### src/rtl/hack_prog_loader.sv
// Boot-time program loader: assembles big-endian 16-bit words from a byte stream,
// writes them into instruction memory from address 0, and holds the CPU in reset
// until the image (header word count followed by that many words) is complete.
module hack_prog_loader #(
    parameter int unsigned ADDR_W = 15,
    parameter int unsigned DATA_W = 16
) (
    input  logic              clock,
    input  logic              reset_n,
    input  logic              rx_valid,
    input  logic [7:0]        rx_data,
    output logic              rx_ready,
    input  logic              restart,
    output logic              wr_en,
    output logic [ADDR_W-1:0] wr_addr,
    output logic [DATA_W-1:0] wr_data,
    output logic              cpu_reset,
    output logic              done,
    output logic              error,
    output logic [15:0]       words_loaded
);

    localparam int unsigned LEN_W = 16;
    localparam int unsigned CAP   = 1 << ADDR_W;

    typedef enum logic [2:0] {
        S_LEN_HI  = 3'd0,
        S_LEN_LO  = 3'd1,
        S_DATA_HI = 3'd2,
        S_DATA_LO = 3'd3,
        S_FINISH  = 3'd4,
        S_DONE    = 3'd5,
        S_ERROR   = 3'd6
    } state_t;

    state_t             state_q, state_d;
    logic [LEN_W-1:0]   len_q, len_d;
    logic [7:0]         hi_q, hi_d;
    logic               wr_en_d;
    logic [ADDR_W-1:0]  wr_addr_d;
    logic [DATA_W-1:0]  wr_data_d;
    logic [LEN_W-1:0]   words_d;
    logic [LEN_W-1:0]   len_rx;
    logic               accept;

    // Byte handshake: ready only while parsing the header or payload.
    assign rx_ready = reset_n && (state_q inside {S_LEN_HI, S_LEN_LO, S_DATA_HI, S_DATA_LO});
    assign accept   = rx_valid && rx_ready;
    assign len_rx   = {len_q[15:8], rx_data};

    // Next-state and next-output logic.
    always_comb begin
        state_d   = state_q;
        len_d     = len_q;
        hi_d      = hi_q;
        wr_en_d   = 1'b0;
        wr_addr_d = wr_addr;
        wr_data_d = wr_data;
        words_d   = words_loaded;
        case (state_q)
            S_LEN_HI: begin
                if (accept) begin
                    len_d[15:8] = rx_data;
                    state_d     = S_LEN_LO;
                end
            end
            S_LEN_LO: begin
                if (accept) begin
                    len_d = len_rx;
                    if (len_rx == '0) begin
                        state_d = S_DONE;
                    end else if (32'(len_rx) > CAP) begin
                        state_d = S_ERROR;
                    end else begin
                        state_d = S_DATA_HI;
                    end
                end
            end
            S_DATA_HI: begin
                if (accept) begin
                    hi_d    = rx_data;
                    state_d = S_DATA_LO;
                end
            end
            S_DATA_LO: begin
                if (accept) begin
                    wr_en_d   = 1'b1;
                    wr_addr_d = ADDR_W'(words_loaded);
                    wr_data_d = DATA_W'({hi_q, rx_data});
                    words_d   = LEN_W'(words_loaded + 16'd1);
                    state_d   = (words_d == len_q) ? S_FINISH : S_DATA_HI;
                end
            end
            S_FINISH: begin
                state_d = S_DONE;
            end
            S_DONE, S_ERROR: begin
                if (restart) begin
                    state_d = S_LEN_HI;
                    words_d = '0;
                end
            end
            default: begin
                state_d = S_LEN_HI;
            end
        endcase
    end

    // State and registered outputs; synchronous active-low reset aborts any load.
    always_ff @(posedge clock) begin
        if (!reset_n) begin
            state_q      <= S_LEN_HI;
            len_q        <= '0;
            hi_q         <= '0;
            wr_en        <= 1'b0;
            wr_addr      <= '0;
            wr_data      <= '0;
            words_loaded <= '0;
            cpu_reset    <= 1'b1;
            done         <= 1'b0;
            error        <= 1'b0;
        end else begin
            state_q      <= state_d;
            len_q        <= len_d;
            hi_q         <= hi_d;
            wr_en        <= wr_en_d;
            wr_addr      <= wr_addr_d;
            wr_data      <= wr_data_d;
            words_loaded <= words_d;
            cpu_reset    <= (state_d != S_DONE);
            done         <= (state_d == S_DONE);
            error        <= (state_d == S_ERROR);
        end
    end

endmodule

### config.mk
export PLATFORM = sky130hd
export DESIGN_NAME = hack_prog_loader
export DESIGN_NICKNAME = d
export VERILOG_FILES = /design/src/rtl/hack_prog_loader.sv
export SDC_FILE = /design/constraint.sdc
export NUM_CORES = 1
export LEC_CHECK = 0
export CAP_MARGIN = 20
export CORE_MARGIN = 4
export CORE_UTILIZATION = 48
export CTS_CLUSTER_SIZE = 25
export DETAILED_ROUTE_END_ITERATION = 7
export PLACE_DENSITY = 0.76
export SLEW_MARGIN = 20
export SYNTH_ARGS = -nofsm -noshare
export SYNTH_HDL_FRONTEND = slang
export SYNTH_SLANG_ARGS = --single-unit
### constraint.sdc
create_clock -name clock -period 2.3 [get_ports clock]
set_input_delay 0.69 -clock clock [delete_from_list [all_inputs] [get_ports clock]]
set_output_delay 0.69 -clock clock [all_outputs]
set_load 0.1 [all_outputs]
* Word-level counts from Yosys, hierarchy flattened *
Index checks and enable logic that the tools add are counted.

storage, ports and cells
  register bits after elaboration = 78
  bits in writable memories = 0
  ROM bits = 0
  bits of input ports = 12
  memories kept = 0
  latch bits = 0

cells by class
  div/mod/pow operators = 0
  eq/ne operators = 12
  shifts and indexed selects = 0
  mux-type cells = 15
  $lt $le $gt $ge = 1
  multiply operators = 0
  bitwise logic cells = 1
  reductions and logical operators = 13
  add/subtract/negate cells = 1

operators with widths
  cell                                                              count
  16-bit two-way mux                                                2
  16-bit case mux with 2 select lines                               1
  3-bit two-way mux                                                 8
  3-bit case mux with 6 select lines                                1
  16-bit by 1-bit adder with 16-bit output (second input constant)  1
  16-bit == test                                                    1
  16-bit greater-than comparator (second input constant)            1
  16-bit logical NOT                                                1
  8-bit case mux with 2 select lines                                1
  3-bit == test (second input constant)                             5
  8-bit two-way mux                                                 1
  2-bit AND reduction                                               4
  3-bit by 2-bit == test with 1-bit output (second input constant)  2
  3-bit AND reduction                                               2
  2-bit inequality test (second input constant)                     2
  4-bit nonzero test                                                1
  3-bit by 1-bit == test with 1-bit output (second input constant)  1
  3-bit logical NOT                                                 1
  3-bit inequality test (second input constant)                     1
  1-bit logical AND                                                 2
  2-bit nonzero test                                                1
  2-bit OR reduction                                                1
  1-bit two-way mux                                                 1
  1-bit inverter                                                    1

* Logic depth before layout (Yosys ltp) *
  depth in word-level cells = 7
  gate-level depth with buffers = 9
  gate-level depth less buffers = 8

* Worst setup path after synthesis *
Ideal clock, no wire load.

  path type = input to output
  start = in reset_n
  end = out rx_ready
  buffers on the path = 2
  data required time = 1.610 ns
  data arrival time = 2.530 ns
  slack = -0.920 ns
  stages = 3
  cells stage by stage = clkbuf_1 clkbuf_1 nor2b_1

between the ends
  longest elaborated chain between the ends = 1

ends and longest elaborated chain
  element            RTL line  source
  from (decl)        9         input logic reset_n,
  1-bit logical AND  47        assign rx_ready = reset_n && (state_q inside {S_LEN_HI, S_LEN_LO, S_DATA_HI, S_DATA_LO});
  to (decl)          12        output logic rx_ready,

No other way between the ends.

* Final worst setup path *
  start = in rx_valid
  end = reg done

between the ends
  longest elaborated chain between the ends = 4

ends and longest elaborated chain
  element                                      RTL line  source
  from (decl)                                  10        input logic rx_valid,
  1-bit logical AND *                          48        assign accept = rx_valid && rx_ready;
  3-bit two-way mux, on equally long branches  -
  3-bit case mux with 6 select lines *         60        case (state_q)
  3-bit == test *                              131       done <= (state_d == S_DONE);
  to (signal assigned)                         131
  to (decl)                                    18        output logic done,

Every way passes the cells marked *; elsewhere a longest branch is shown, timed or not.
A chain may end at the register's enable or synchronous reset.

==> summary.txt <==
Cells and area
  • Final Instance Area: 4830 µm²
  • Most frequent cells in the layout: nand2_1, buf_4, dfxtp_1
  • Register area: 1620 µm²
  • # fillers: 697
  • Area growth syn-to-layout: 27.3%
  • Footprint of the multi-input gates: 2140 µm²
  • Final net count: 542
  • Commonest non-fill, non-tap cell in the layout: nand2_1
  • Antenna diode count: 0
  • Share of cells above drive strength 1: 0.242

Clock tree
  • H-tree levels: 3
  • Worst skew pair latency: 0.35 ns
  • Clock sinks: 78
  • Max clock buf depth: 2
  • Cts bufs inserted: 9
  • CTS tree: done
  • Hold_buf cts: 0
  • Root buffer cell: clkbuf_8
  • Reg clk slew, reported paths: 0.09 ns

Synthesis
  • Seq/Total Area, Yosys: 0.412
  • FF+latch count, synth: 78
  • Post-Syn Area per Cell: 8.26 µm²
  • Mapped Cells: 459
  • Syn. warnings: 0
  • Synth unique cells: 47
  • Post-Syn Area: 3790 µm²
  • Synth Net Count: 472

Power
  • LEAKAGE: 1.88 nW
  • PD cells: 520 nW/µm²
  • Peak VDD IR: 472 µV

Timing
  • Slew HR: 0.591
  • Setup ws final: 0.0748 ns
  • Endpoints failing hold: 0
  • Fmax: 449 MHz
  • Final Max Slew Viols: 0
  • Final setup fails: 0
  • Min cycle time layout: 2.23 ns
  • Worst Tran Pin Value: 0.611 ns
  • Fin Setup TNS: 0 ns
  • Final worst-path cycle share: 0.967
  • RSZ-0062 raised after global routing: false
  • Setup Skew: 0.0120 ns

Global routing
  • Grt ovf: 0
  • First-pass GRT wire length: 17000 µm
  • Initial antenna violation count: 0
  • Largest net degree at the start of global routing: 59
  • GRT Total Usage: 0.219
  • Vias in the first global route: 3410

Routing
  • Vias per cell: 5.48
  • Drt drc: 0
  • Routed Antenna Nets: 0
  • Initial drt markers: 128
  • Vias: 3485
  • Drt total wl: 9930 µm
  • Drt first pass iters: 4
  • DR WL/cell: 15.6 µm

Die
  • Die area: 9390 µm²
  • Die height: 96.9 µm
  • Die X: 96.9 µm
  • Core Area: 7690 µm²
  • Core Rows: 32
  • # IOs: 64
  • Starting Density: 0.493

Setup path
  • Worst setup path category: primary input to flop
  • Crit Path Max Fanout: 2
  • Worst setup SP type: primary input
  • Crit end category: flop
  • Critical path data arrival time: 2.52 ns
  • WP data required: 2.59 ns

Place
  • Dpl ws: -0.499 ns
  • Dpl hpwl: 7090 µm
  • Gpl congestion: 0.966
  • Port bufs: 63
  • DP Area: 4580 µm²

Status
  • Status: completed

Worst hold path
  • Hold WC Path Type: flop to flop

Run
  • Max-Cap Viols: 0
==> routing by layer <==
layer,GRT usage,vias to the layer above,part of all wire
met5,0,-,0
met4,0.0799,0,0.014
met3,0.0562,12,0.052
met2,0.347,107,0.48
met1,0.288,1646,0.45
li1,-,1720,-
==> final timing paths <==
path	start	end	slack, ns	cells past startpoint
max reg2reg	words_loaded[1]	done	0.08	7
max	rx_valid	done	0.07	7
min reg2reg	wr_addr[5]	wr_addr[5]	0.47	2
min	wr_addr[5]	wr_addr[5]	0.47	2
==> stage by stage <==
stage          power, mW  std cells  hold WS [ns]  utilization
2_1_floorplan       1.52        459         0.440            -
4_1_cts             2.53        634         0.471        0.619
5_1_grt             2.63        636         0.494        0.628
3_3_place_gp        1.60        617         0.452        0.596
3_5_place_dp        1.61        617         0.460        0.596
6_report            2.51        636         0.467        0.628
==> power breakdown <==
group | switching [mW] | leakage [nW] | internal [mW]
logic | 0.110 | 1.15 | 0.103
registers | 0.0214 | 0.641 | 1.35
clock network | 0.528 | 0.0876 | 0.400
==> repair_timing <==
item	CTS	global route
pin swaps	6	6
setup buffers	1	2
hold endpoints to repair	0	0
resized for setup	2	10
setup endpoints to repair	13	4
==> layout make-up <==
type | instances | share of cell area
Timing Repair Buffer | 95 | 0.157
Sequential cell | 78 | 0.335
Multi-Input combinational cell | 342 | 0.443
Clock buffer | 10 | 0.0264
Inverter | 3 | 0.00233
Clock inverter | 6 | 0.00933
Tap cell | 102 | 0.0264
==> sequential cells by signal, summed over array words and instances, names as in the netlist <==
| signal | count |
|---|---|
| len_q | 16 |
| words_loaded | 16 |
| wr_data | 16 |
| wr_addr | 15 |
| hi_q | 8 |
| state_q | 3 |
| cpu_reset | 1 |
| done | 1 |
| error | 1 |
| wr_en | 1 |
==> logic make-up (layout without fill, tap and decap cells) <==
kind of cell,count (synthesis),after routing,synth area share
buf+inv,39,114,0.0429
flops,78,78,0.412
xor+xnor,24,24,0.0554
fa+ha+maj,1,1,0.00330
compound gates,102,102,0.184
simple gates,198,198,0.257
mux,17,17,0.0449
==> synthesized netlist by cell type (all sizes together) <==
| master | count | share of area |
|---|---|---|
| a22oi | 2 | 0.0040 |
| inv | 3 | 0.0030 |
| and3 | 4 | 0.0066 |
| nand3 | 9 | 0.013 |
| and3b | 1 | 0.0023 |
| o32ai | 1 | 0.0023 |
| nor2b | 29 | 0.048 |
| nand2 | 95 | 0.094 |
| o211a | 2 | 0.0053 |
| xor2 | 12 | 0.028 |
| dfxtp | 78 | 0.41 |
| xnor2 | 12 | 0.028 |
| buf | 11 | 0.015 |
| a21oi | 14 | 0.018 |
| nor3 | 8 | 0.011 |
| nand4 | 8 | 0.015 |
| a211o | 1 | 0.0023 |
| nand2b | 2 | 0.0033 |
| a21o | 5 | 0.0099 |
| nor4 | 6 | 0.0099 |
| and2 | 2 | 0.0033 |
| mux2i | 17 | 0.045 |
| a31oi | 2 | 0.0033 |
| clkbuf | 25 | 0.025 |
| o2111ai | 4 | 0.0092 |
| a21boi | 46 | 0.091 |
| a2111o | 1 | 0.0030 |
| nand3b | 4 | 0.0079 |
| or3 | 2 | 0.0033 |
| nor3b | 3 | 0.0059 |
| nor2 | 17 | 0.017 |
| o211ai | 2 | 0.0040 |
| o31ai | 1 | 0.0020 |
| a22o | 1 | 0.0023 |
| nand4b | 1 | 0.0023 |
| o311ai | 1 | 0.0023 |
| and4 | 4 | 0.0092 |
| o21ai | 19 | 0.025 |
| or4 | 3 | 0.0059 |
| ha | 1 | 0.0033 |
==> worst max-delay path, cell delays in order <==
cell	delay, ns
dlygate4sd2_1	0.21
nand3b_1	0.11
a2111o_1	0.42
nor4_2	0.21
o2111ai_1	0.17
or4_4	0.57
a21boi_1	0.14
Power figures use the tool's default switching activity.
